==> src/rtl/mem_arbiter_if.sv <==
// mem_arbiter_if
// Bundles every handshake and bus signal of the shared-memory arbiter.
//   slave  : seen by the arbiter (requests and memory read data in,
//            acks, read data, memory strobes and status out)
//   master : seen by the requesters and the memory (the mirror image)
// Port summary:
//   i_req, i_addr, i_ack, i_rdata                : instruction-fetch port
//   d_req, d_we, d_addr, d_wdata, d_ack, d_rdata : data load/store port
//   mem_en, mem_we, mem_addr, mem_wdata, mem_rdata : shared memory
//   busy, grant_d                                : arbiter status
interface mem_arbiter_if #(
  parameter int WIDTH      = 16,
  parameter int ADDR_WIDTH = 16
);
  logic                  i_req;
  logic [ADDR_WIDTH-1:0] i_addr;
  logic                  i_ack;
  logic [WIDTH-1:0]      i_rdata;
  logic                  d_req;
  logic                  d_we;
  logic [ADDR_WIDTH-1:0] d_addr;
  logic [WIDTH-1:0]      d_wdata;
  logic                  d_ack;
  logic [WIDTH-1:0]      d_rdata;
  logic                  mem_en;
  logic                  mem_we;
  logic [ADDR_WIDTH-1:0] mem_addr;
  logic [WIDTH-1:0]      mem_wdata;
  logic [WIDTH-1:0]      mem_rdata;
  logic                  busy;
  logic                  grant_d;

  modport slave (
    input  i_req, i_addr, d_req, d_we, d_addr, d_wdata, mem_rdata,
    output i_ack, i_rdata, d_ack, d_rdata, mem_en, mem_we, mem_addr,
           mem_wdata, busy, grant_d
  );

  modport master (
    output i_req, i_addr, d_req, d_we, d_addr, d_wdata, mem_rdata,
    input  i_ack, i_rdata, d_ack, d_rdata, mem_en, mem_we, mem_addr,
           mem_wdata, busy, grant_d
  );
endinterface

==> src/rtl/mem_arbiter.sv <==
// mem_arbiter
// Shares one fixed-latency memory between the instruction-fetch port and
// the data load/store port. Each access runs IDLE -> ISSUE -> WAIT -> ACK,
// and every output is registered on the rising edge of clock so that the
// falling-edge datapath registers see stable enables and data.
// Parameters:
//   WIDTH      : data word width
//   ADDR_WIDTH : address width
//   LATENCY    : memory read latency in cycles (1 or more)
// Ports:
//   clock : single clock, rising edge
//   reset : synchronous, active-high
//   bus   : mem_arbiter_if.slave (requester handshakes, memory bus, status)
// Build option:
//   MEM_ARBITER_ROUND_ROBIN_EN : when defined, simultaneous requests are
//   granted to the port not granted last; otherwise data always wins.
module mem_arbiter #(
  parameter int WIDTH      = 16,
  parameter int ADDR_WIDTH = 16,
  parameter int LATENCY    = 2
) (
  input logic          clock,
  input logic          reset,
  mem_arbiter_if.slave bus
);

  if (LATENCY < 1) begin : gLatencyCheck
    $error("mem_arbiter: LATENCY must be 1 or greater");
  end

  if (WIDTH < 1 || ADDR_WIDTH < 1) begin : gWidthCheck
    $error("mem_arbiter: WIDTH and ADDR_WIDTH must be positive");
  end

  localparam int CW = (LATENCY > 1) ? $clog2(LATENCY) : 1;
  localparam logic [CW-1:0] WAIT_LOAD = CW'((LATENCY > 0) ? LATENCY - 1 : 0);

  typedef enum logic [1:0] {IDLE, ISSUE, WAIT, ACK} state_t;

  state_t        state;
  logic [CW-1:0] waitCount;
  logic          latchedWe;
  logic          grantData;

`ifdef MEM_ARBITER_ROUND_ROBIN_EN
  logic          lastGrantD;
`endif

  // Pick the winner among the requests currently presented. Only used in
  // IDLE; a lone request always wins, only contested requests depend on
  // the arbitration mode.
  always_comb begin
    grantData = 1'b0;
    if (bus.d_req && bus.i_req) begin
`ifdef MEM_ARBITER_ROUND_ROBIN_EN
      grantData = ~lastGrantD;
`else
      grantData = 1'b1;
`endif
    end else if (bus.d_req) begin
      grantData = 1'b1;
    end
  end

  // Transaction sequencer. The winner's address, write flag and data are
  // loaded straight into the registered memory outputs at the grant edge,
  // so they are already on the bus during ISSUE. mem_we is only high in
  // ISSUE; latchedWe remembers the direction for the capture decision.
  always_ff @(posedge clock) begin
    if (reset) begin
      state       <= IDLE;
      waitCount   <= '0;
      latchedWe   <= 1'b0;
      bus.mem_en    <= 1'b0;
      bus.mem_we    <= 1'b0;
      bus.mem_addr  <= '0;
      bus.mem_wdata <= '0;
      bus.i_ack     <= 1'b0;
      bus.d_ack     <= 1'b0;
      bus.i_rdata   <= '0;
      bus.d_rdata   <= '0;
      bus.busy      <= 1'b0;
      bus.grant_d   <= 1'b0;
`ifdef MEM_ARBITER_ROUND_ROBIN_EN
      lastGrantD  <= 1'b0;
`endif
    end else begin
      unique case (state)
        IDLE: begin
          if (bus.i_req || bus.d_req) begin
            bus.grant_d <= grantData;
            bus.busy    <= 1'b1;
            bus.mem_en  <= 1'b1;
            if (grantData) begin
              bus.mem_addr  <= bus.d_addr;
              bus.mem_wdata <= bus.d_wdata;
              bus.mem_we    <= bus.d_we;
              latchedWe     <= bus.d_we;
            end else begin
              bus.mem_addr  <= bus.i_addr;
              bus.mem_we    <= 1'b0;
              latchedWe     <= 1'b0;
            end
`ifdef MEM_ARBITER_ROUND_ROBIN_EN
            lastGrantD <= grantData;
`endif
            state <= ISSUE;
          end
        end
        ISSUE: begin
          bus.mem_en <= 1'b0;
          bus.mem_we <= 1'b0;
          waitCount  <= WAIT_LOAD;
          state      <= WAIT;
        end
        WAIT: begin
          if (waitCount != '0) begin
            waitCount <= waitCount - 1'b1;
          end else begin
            // Writes leave both read-data registers untouched.
            if (!latchedWe) begin
              if (bus.grant_d) bus.d_rdata <= bus.mem_rdata;
              else             bus.i_rdata <= bus.mem_rdata;
            end
            if (bus.grant_d) bus.d_ack <= 1'b1;
            else             bus.i_ack <= 1'b1;
            state <= ACK;
          end
        end
        ACK: begin
          bus.i_ack <= 1'b0;
          bus.d_ack <= 1'b0;
          bus.busy  <= 1'b0;
          state     <= IDLE;
        end
        default: state <= IDLE;
      endcase
    end
  end

endmodule

==> src/flat_wrapper.sv <==
// flat-port wrapper written by rule: the top's interface ports become plain ports
module mem_arbiter_flat 
#(
  parameter int WIDTH      = 16,
  parameter int ADDR_WIDTH = 16,
  parameter int LATENCY    = 2
)
  (clock, reset, bus_i_req, bus_i_addr, bus_d_req, bus_d_we, bus_d_addr, bus_d_wdata, bus_mem_rdata, bus_i_ack, bus_i_rdata, bus_d_ack, bus_d_rdata, bus_mem_en, bus_mem_we, bus_mem_addr, bus_mem_wdata, bus_busy, bus_grant_d);
  mem_arbiter_if #(.WIDTH(WIDTH), .ADDR_WIDTH(ADDR_WIDTH)) bus_i ();
  input logic clock;
  input logic reset;
  input wire logic [$bits(bus_i.i_req)-1:0] bus_i_req;
  input wire logic [$bits(bus_i.i_addr)-1:0] bus_i_addr;
  input wire logic [$bits(bus_i.d_req)-1:0] bus_d_req;
  input wire logic [$bits(bus_i.d_we)-1:0] bus_d_we;
  input wire logic [$bits(bus_i.d_addr)-1:0] bus_d_addr;
  input wire logic [$bits(bus_i.d_wdata)-1:0] bus_d_wdata;
  input wire logic [$bits(bus_i.mem_rdata)-1:0] bus_mem_rdata;
  output wire logic [$bits(bus_i.i_ack)-1:0] bus_i_ack;
  output wire logic [$bits(bus_i.i_rdata)-1:0] bus_i_rdata;
  output wire logic [$bits(bus_i.d_ack)-1:0] bus_d_ack;
  output wire logic [$bits(bus_i.d_rdata)-1:0] bus_d_rdata;
  output wire logic [$bits(bus_i.mem_en)-1:0] bus_mem_en;
  output wire logic [$bits(bus_i.mem_we)-1:0] bus_mem_we;
  output wire logic [$bits(bus_i.mem_addr)-1:0] bus_mem_addr;
  output wire logic [$bits(bus_i.mem_wdata)-1:0] bus_mem_wdata;
  output wire logic [$bits(bus_i.busy)-1:0] bus_busy;
  output wire logic [$bits(bus_i.grant_d)-1:0] bus_grant_d;
  assign bus_i.i_req = bus_i_req;
  assign bus_i.i_addr = bus_i_addr;
  assign bus_i.d_req = bus_d_req;
  assign bus_i.d_we = bus_d_we;
  assign bus_i.d_addr = bus_d_addr;
  assign bus_i.d_wdata = bus_d_wdata;
  assign bus_i.mem_rdata = bus_mem_rdata;
  assign bus_i_ack = bus_i.i_ack;
  assign bus_i_rdata = bus_i.i_rdata;
  assign bus_d_ack = bus_i.d_ack;
  assign bus_d_rdata = bus_i.d_rdata;
  assign bus_mem_en = bus_i.mem_en;
  assign bus_mem_we = bus_i.mem_we;
  assign bus_mem_addr = bus_i.mem_addr;
  assign bus_mem_wdata = bus_i.mem_wdata;
  assign bus_busy = bus_i.busy;
  assign bus_grant_d = bus_i.grant_d;
  mem_arbiter #(.WIDTH(WIDTH), .ADDR_WIDTH(ADDR_WIDTH), .LATENCY(LATENCY)) u_core (.clock(clock), .reset(reset), .bus(bus_i));
endmodule
==> config.mk <==
export PLATFORM = sky130hd
export DESIGN_NAME = mem_arbiter_flat
export DESIGN_NICKNAME = d
export VERILOG_FILES = /design/src/rtl/mem_arbiter_if.sv /design/src/rtl/mem_arbiter.sv /design/src/flat_wrapper.sv
export SDC_FILE = /design/constraint.sdc
export NUM_CORES = 1
export LEC_CHECK = 0
export CAP_MARGIN = 20
export CORE_MARGIN = 2
export CORE_UTILIZATION = 40
export DETAILED_ROUTE_END_ITERATION = 10
export PLACE_DENSITY = 0.79
export SYNTH_ARGS = -nofsm -noshare
export SYNTH_HDL_FRONTEND = slang
export SYNTH_SLANG_ARGS = --single-unit
==> constraint.sdc <==
create_clock -name clock -period 2.1 [get_ports clock]
set_input_delay 0.525 -clock clock [delete_from_list [all_inputs] [get_ports clock]]
set_output_delay 0.525 -clock clock [all_outputs]
set_load 0.05 [all_outputs]
## Yosys cells after proc, flatten, opt, wreduce, memory -nomap -nowiden

Cells that the tools add are included.

- Output and inout port bits: 70
- Register bits: 74
- Word-level logic and storage cells: 60
- Bits of input ports: 69

- Reductions and logical operators: 16
- Add/subtract/negate cells: 1
- Equal/unequal tests: 7
- Multiplexer cells: 20
- Bitwise logic cells: 3

Operators with widths:

| operator | count |
|---|---|
| two-way mux 16 bit | 1 |
| one-hot mux 1 bit (2 select lines) | 6 |
| two-way mux 1 bit | 10 |
| AND reduction 3 bit | 3 |
| one-hot mux 2 bit (4 select lines) | 1 |
| AND reduction 2 bit | 4 |
| AND reduction 4 bit | 2 |
| nonzero test 2 bit | 4 |
| == test 2 bit (second input constant) | 2 |
| two-way mux 2 bit | 2 |
| != test 2 x 1 -> 1 bit (second input constant) | 2 |
| != test 2 bit (second input constant) | 2 |
| NOT 1 bit | 3 |
| == test 2 x 1 -> 1 bit (second input constant) | 1 |
| zero test 2 bit | 1 |
| logical AND 1 bit | 1 |
| logical OR 1 bit | 1 |
| subtractor 1 bit (second input constant) | 1 |

## Longest topological paths before layout

- Depth after elaboration: 5
- Mapped depth: 7
- Gate-level depth less buffers: 5

## Worst setup path before layout

OpenSTA, ideal clock, no wires.

- Kind: register to register
- Start: reg u_core.state[0]
- End: reg u_core.bus.i_rdata[10]
- Library setup time: 0.132 ns
- Path slack: 0.467 ns
- Clock period less this slack: 1.633 ns
- Cell stages (with the launch flop): 8
- Arrival time: 1.500 ns
- Data required time: 1.968 ns
- Buffers on the path: 2
- Cells stage by stage: dfxtp_1 > inv_1 > ha_1 > or4b_1 > buf_2 > buf_6 > nand2_1 > a21oi_1

- Word-level cells in the longest chain between the ends: 2

RTL lines:

| item | line | source |
|---|---|---|
| start, declared | mem_arbiter.sv:40 | `state_t state;` |
| start signal, assigned | mem_arbiter.sv:71 | `state <= IDLE;` |
| start signal, assigned | mem_arbiter.sv:107 | `state <= ISSUE;` |
| start signal, assigned | mem_arbiter.sv:114 | `state <= WAIT;` |
| == test 2 bit | mem_arbiter.sv:88 | `unique case (state)` |
| AND reduction 4 bit (no source line) | -- |  |
| end signal, assigned | mem_arbiter.sv:123 | `else bus.i_rdata <= bus.mem_rdata;` |
| end, declared | mem_arbiter_if.sv:35 | `output i_ack, i_rdata, d_ack, d_rdata, mem_en, mem_we, mem_addr,` |

Every way passes these cells.
A chain may end at the register's enable or synchronous reset.

## Worst setup path after layout

- Start: reg u_core.bus.d_rdata[0]
- End: out bus_d_rdata[0]

RTL lines:

| item | line | source |
|---|---|---|
| start, declared | mem_arbiter_if.sv:35 |  |
| start signal, assigned | mem_arbiter.sv:122 | `if (bus.grant_d) bus.d_rdata <= bus.mem_rdata;` |
| end, declared | flat_wrapper.sv:22 | `output wire logic [$bits(bus_i.d_rdata)-1:0] bus_d_rdata;` |

No word-level cell between the ends.

==> results.json <==
{
  "rsz0062_at_grt": "false",
  "cp_top_family": "buffers and inverters",
  "antenna_found_initial": 0,
  "routed_wl_mm": 7.50,
  "ant_nets": 0,
  "synth_area_leaders": "dfxtp_1, nand2_1, a21oi_1, mux2i_1, a211oi_1",
  "layout_common_cells": "clkdlybuf4s50_1, nand2_1, dfxtp_1",
  "worstMarginPinSlew_ns": 0.625,
  "p_sw_mw": 2.25,
  "ctsResizeCount": 0,
  "clkSlewWorstSetupHoldPaths_ns": 0.07,
  "htree_levels": 3,
  "cp_slowest_stage_delay_ns": 0.82,
  "power_frac_clock": 0.200,
  "postCtsSetupRepairBufs": 0,
  "worstSetupEndpointType": "output pin",
  "clockRootBuffer": "clkbuf_8",
  "drc_errors": 0,
  "synth_cell_types": 28,
  "avgSynthCellArea_um2": 8.49,
  "r2r-start": "u_core.state[0]$_SDFFE_PP0P_",
  "cp.arrival_ns": 1.51,
  "worstRegToRegCells": 6,
  "yosysWarningCount": 0,
  "grt_max_degree": 35,
  "routed-via-count": 2777,
  "slew_headroom": 0.584,
  "min_path_cells": 2,
  "synth_cells": 340,
  "critical_path_depth": 1,
  "port_buffers": 138,
  "timing.hold.ws_ns": 0.453,
  "drtIter0Drc": 97,
  "netlist.area_leader.share": 0.513,
  "p_leak_nw": 1.67,
  "cts_tree": "yes",
  "p_sw_frac": 0.413,
  "clk_path_buf_depth": 2,
  "num_antenna_cells": 0,
  "finalHoldViolations": 0,
  "wl_per_cell_um": 13.0,
  "synth-seq-area-share": 0.513,
  "power_density_mw_per_mm2": 1200,
  "fin_crit_sh": 0.970,
  "syn2layout_area_growth_pct": 57.7,
  "fin_skew_ns": 0.00385,
  "final_layout_size_suffix_gt1_frac": 0.0605,
  "netlist_area_mm2": 0.00289,
  "fin_nets": 549,
  "start_kind": "flip-flop",
  "crit_fanout": 2,
  "slowest_stage": "clkdlybuf4s50_1",
  "num_rows": 30,
  "setup_viol": 0,
  "dieArea_mm2": 0.00791,
  "critPathLaunch": "u_core.bus.d_rdata[0]$_SDFFE_PP0P_",
  "viasPerCell": 4.83,
  "gp_congestion": 0.857,
  "clock_sinks": 74,
  "coreArea_mm2": 0.00691,
  "finalCriticalPeriod_ns": 2.04,
  "cp_cell_sequence": "clkdlybuf4s50_1",
  "combPwrFrac": 0.457,
  "required_ns": 1.57,
  "cts_made_buffers": 9,
  "crit_buf_inv": 1,
  "p_seq_frac": 0.343,
  "ir_worst_vdd_uv": 741,
  "maxCapViolCount": 0,
  "synth.net_count": 415,
  "chipWidth_um": 89.0,
  "clock_latency_ns": 0.33,
  "final_common_cell": "clkdlybuf4s50_1",
  "holdBufCountCts": 0,
  "io_pins": 139,
  "fmax_mhz": 491,
  "grt_pass1_wl_mm": 12.1,
  "status": "completed",
  "die_y_um": 89.0,
  "fin_tns_setup_ns": 0,
  "intPower_mw": 3.20,
  "yosys.area.top_type": "dfxtp_1",
  "hold_start": "u_core.bus.i_rdata[13]$_SDFFE_PP0P_",
  "grt_usage": 0.197,
  "start_util": 0.418,
  "hold_path_class": "flip-flop to flip-flop",
  "hpwl_mm": 5.62,
  "grt-ovfl-total": 0,
  "grt_pass1_vias": 2725,
  "slew_violations": 0,
  "drt_pass1_iterations": 4,
  "ys_ff_latch": 74,
  "worstSetupPathType": "flip-flop to output pin"
}
[sequential cells by signal (all words and copies together) (netlist names), 2 cells and up]
name,flops
u_core.bus.d_rdata,16
u_core.bus.i_rdata,16
u_core.bus.mem_addr,16
u_core.bus.mem_wdata,16
u_core.state,2
[power groups by stage]
stage / registers, mW / logic [mW] / clock network [mW]
finish: 1.87 / 2.49 / 1.09
global route: 1.90 / 2.68 / 1.18
CTS: 1.87 / 2.51 / 1.12
detailed placement: 1.89 / 2.50 / 0
global placement: 1.88 / 2.46 / 0
floorplan: 2.73 / 0.830 / 0
[cells by family after synthesis]
family / count (synthesis) / synth area share
fa+ha+maj: 6 / 0.0260
mux: 16 / 0.0555
buf+inv: 28 / 0.0477
simple gates: 132 / 0.193
flops: 74 / 0.513
compound gates: 84 / 0.165
[synthesized netlist by cell type]
master / n
nand2_1: 100
nor2_1: 21
inv_1: 4
nand3b_1: 1
or4b_1: 1
a311oi_1: 1
o21a_1: 1
a22oi_1: 1
buf_6: 1
a211oi_1: 18
buf_4: 3
ha_1: 6
nor3b_1: 1
clkbuf_2: 2
buf_2: 9
nand2b_1: 1
dfxtp_1: 74
nand4bb_1: 1
clkbuf_1: 9
nand3_1: 1
o21ai_0: 7
or3_1: 1
mux2i_1: 16
a21oi_1: 55
a31oi_1: 1
and2_1: 2
nor4b_4: 1
and4bb_2: 1
[cell type report]
type                            count  area [um^2]
Inverter                            4         15.0
Tap cell                           96          120
Timing Repair Buffer              147         1470
Fill cell                         589         2350
Clock buffer                       14          163
Clock inverter                      2         35.0
Sequential cell                    74         1480
Multi-Input combinational cell    238         1270
[metrics by stage]
stage	power [mW]	cell area [um^2]	setup slack, ns	utilization	instances
after CTS	5.49	4550	0.0555	0.659	575
after floorplan	3.56	2890	0.467	-	340
final	5.45	4550	0.0631	0.659	575
after detailed placement	4.39	4360	0.184	0.631	559
after global routing	5.77	4550	0.0233	0.659	575
after global placement	4.35	4360	0.241	0.631	559
[routing by layer]
metal | vias to the layer above | global-route usage | share of wire
li1 | 1409 | - | -
met1 | 1244 | 0.226 | 0.42
met2 | 115 | 0.334 | 0.47
met3 | 9 | 0.0720 | 0.096
met4 | 0 | 0.0773 | 0.015
met5 | - | 0 | 0
[worst paths after layout]
check                           slack [ns]                                   to
worst min register to register        0.45  u_core.bus.i_rdata[13]$_SDFFE_PP0P_
worst min-delay path                  0.45  u_core.bus.i_rdata[13]$_SDFFE_PP0P_
worst max-delay path                  0.06                       bus_d_rdata[0]
worst max register to register        0.40  u_core.bus.i_rdata[14]$_SDFFE_PP0P_
(Power assumes the default switching activity.)
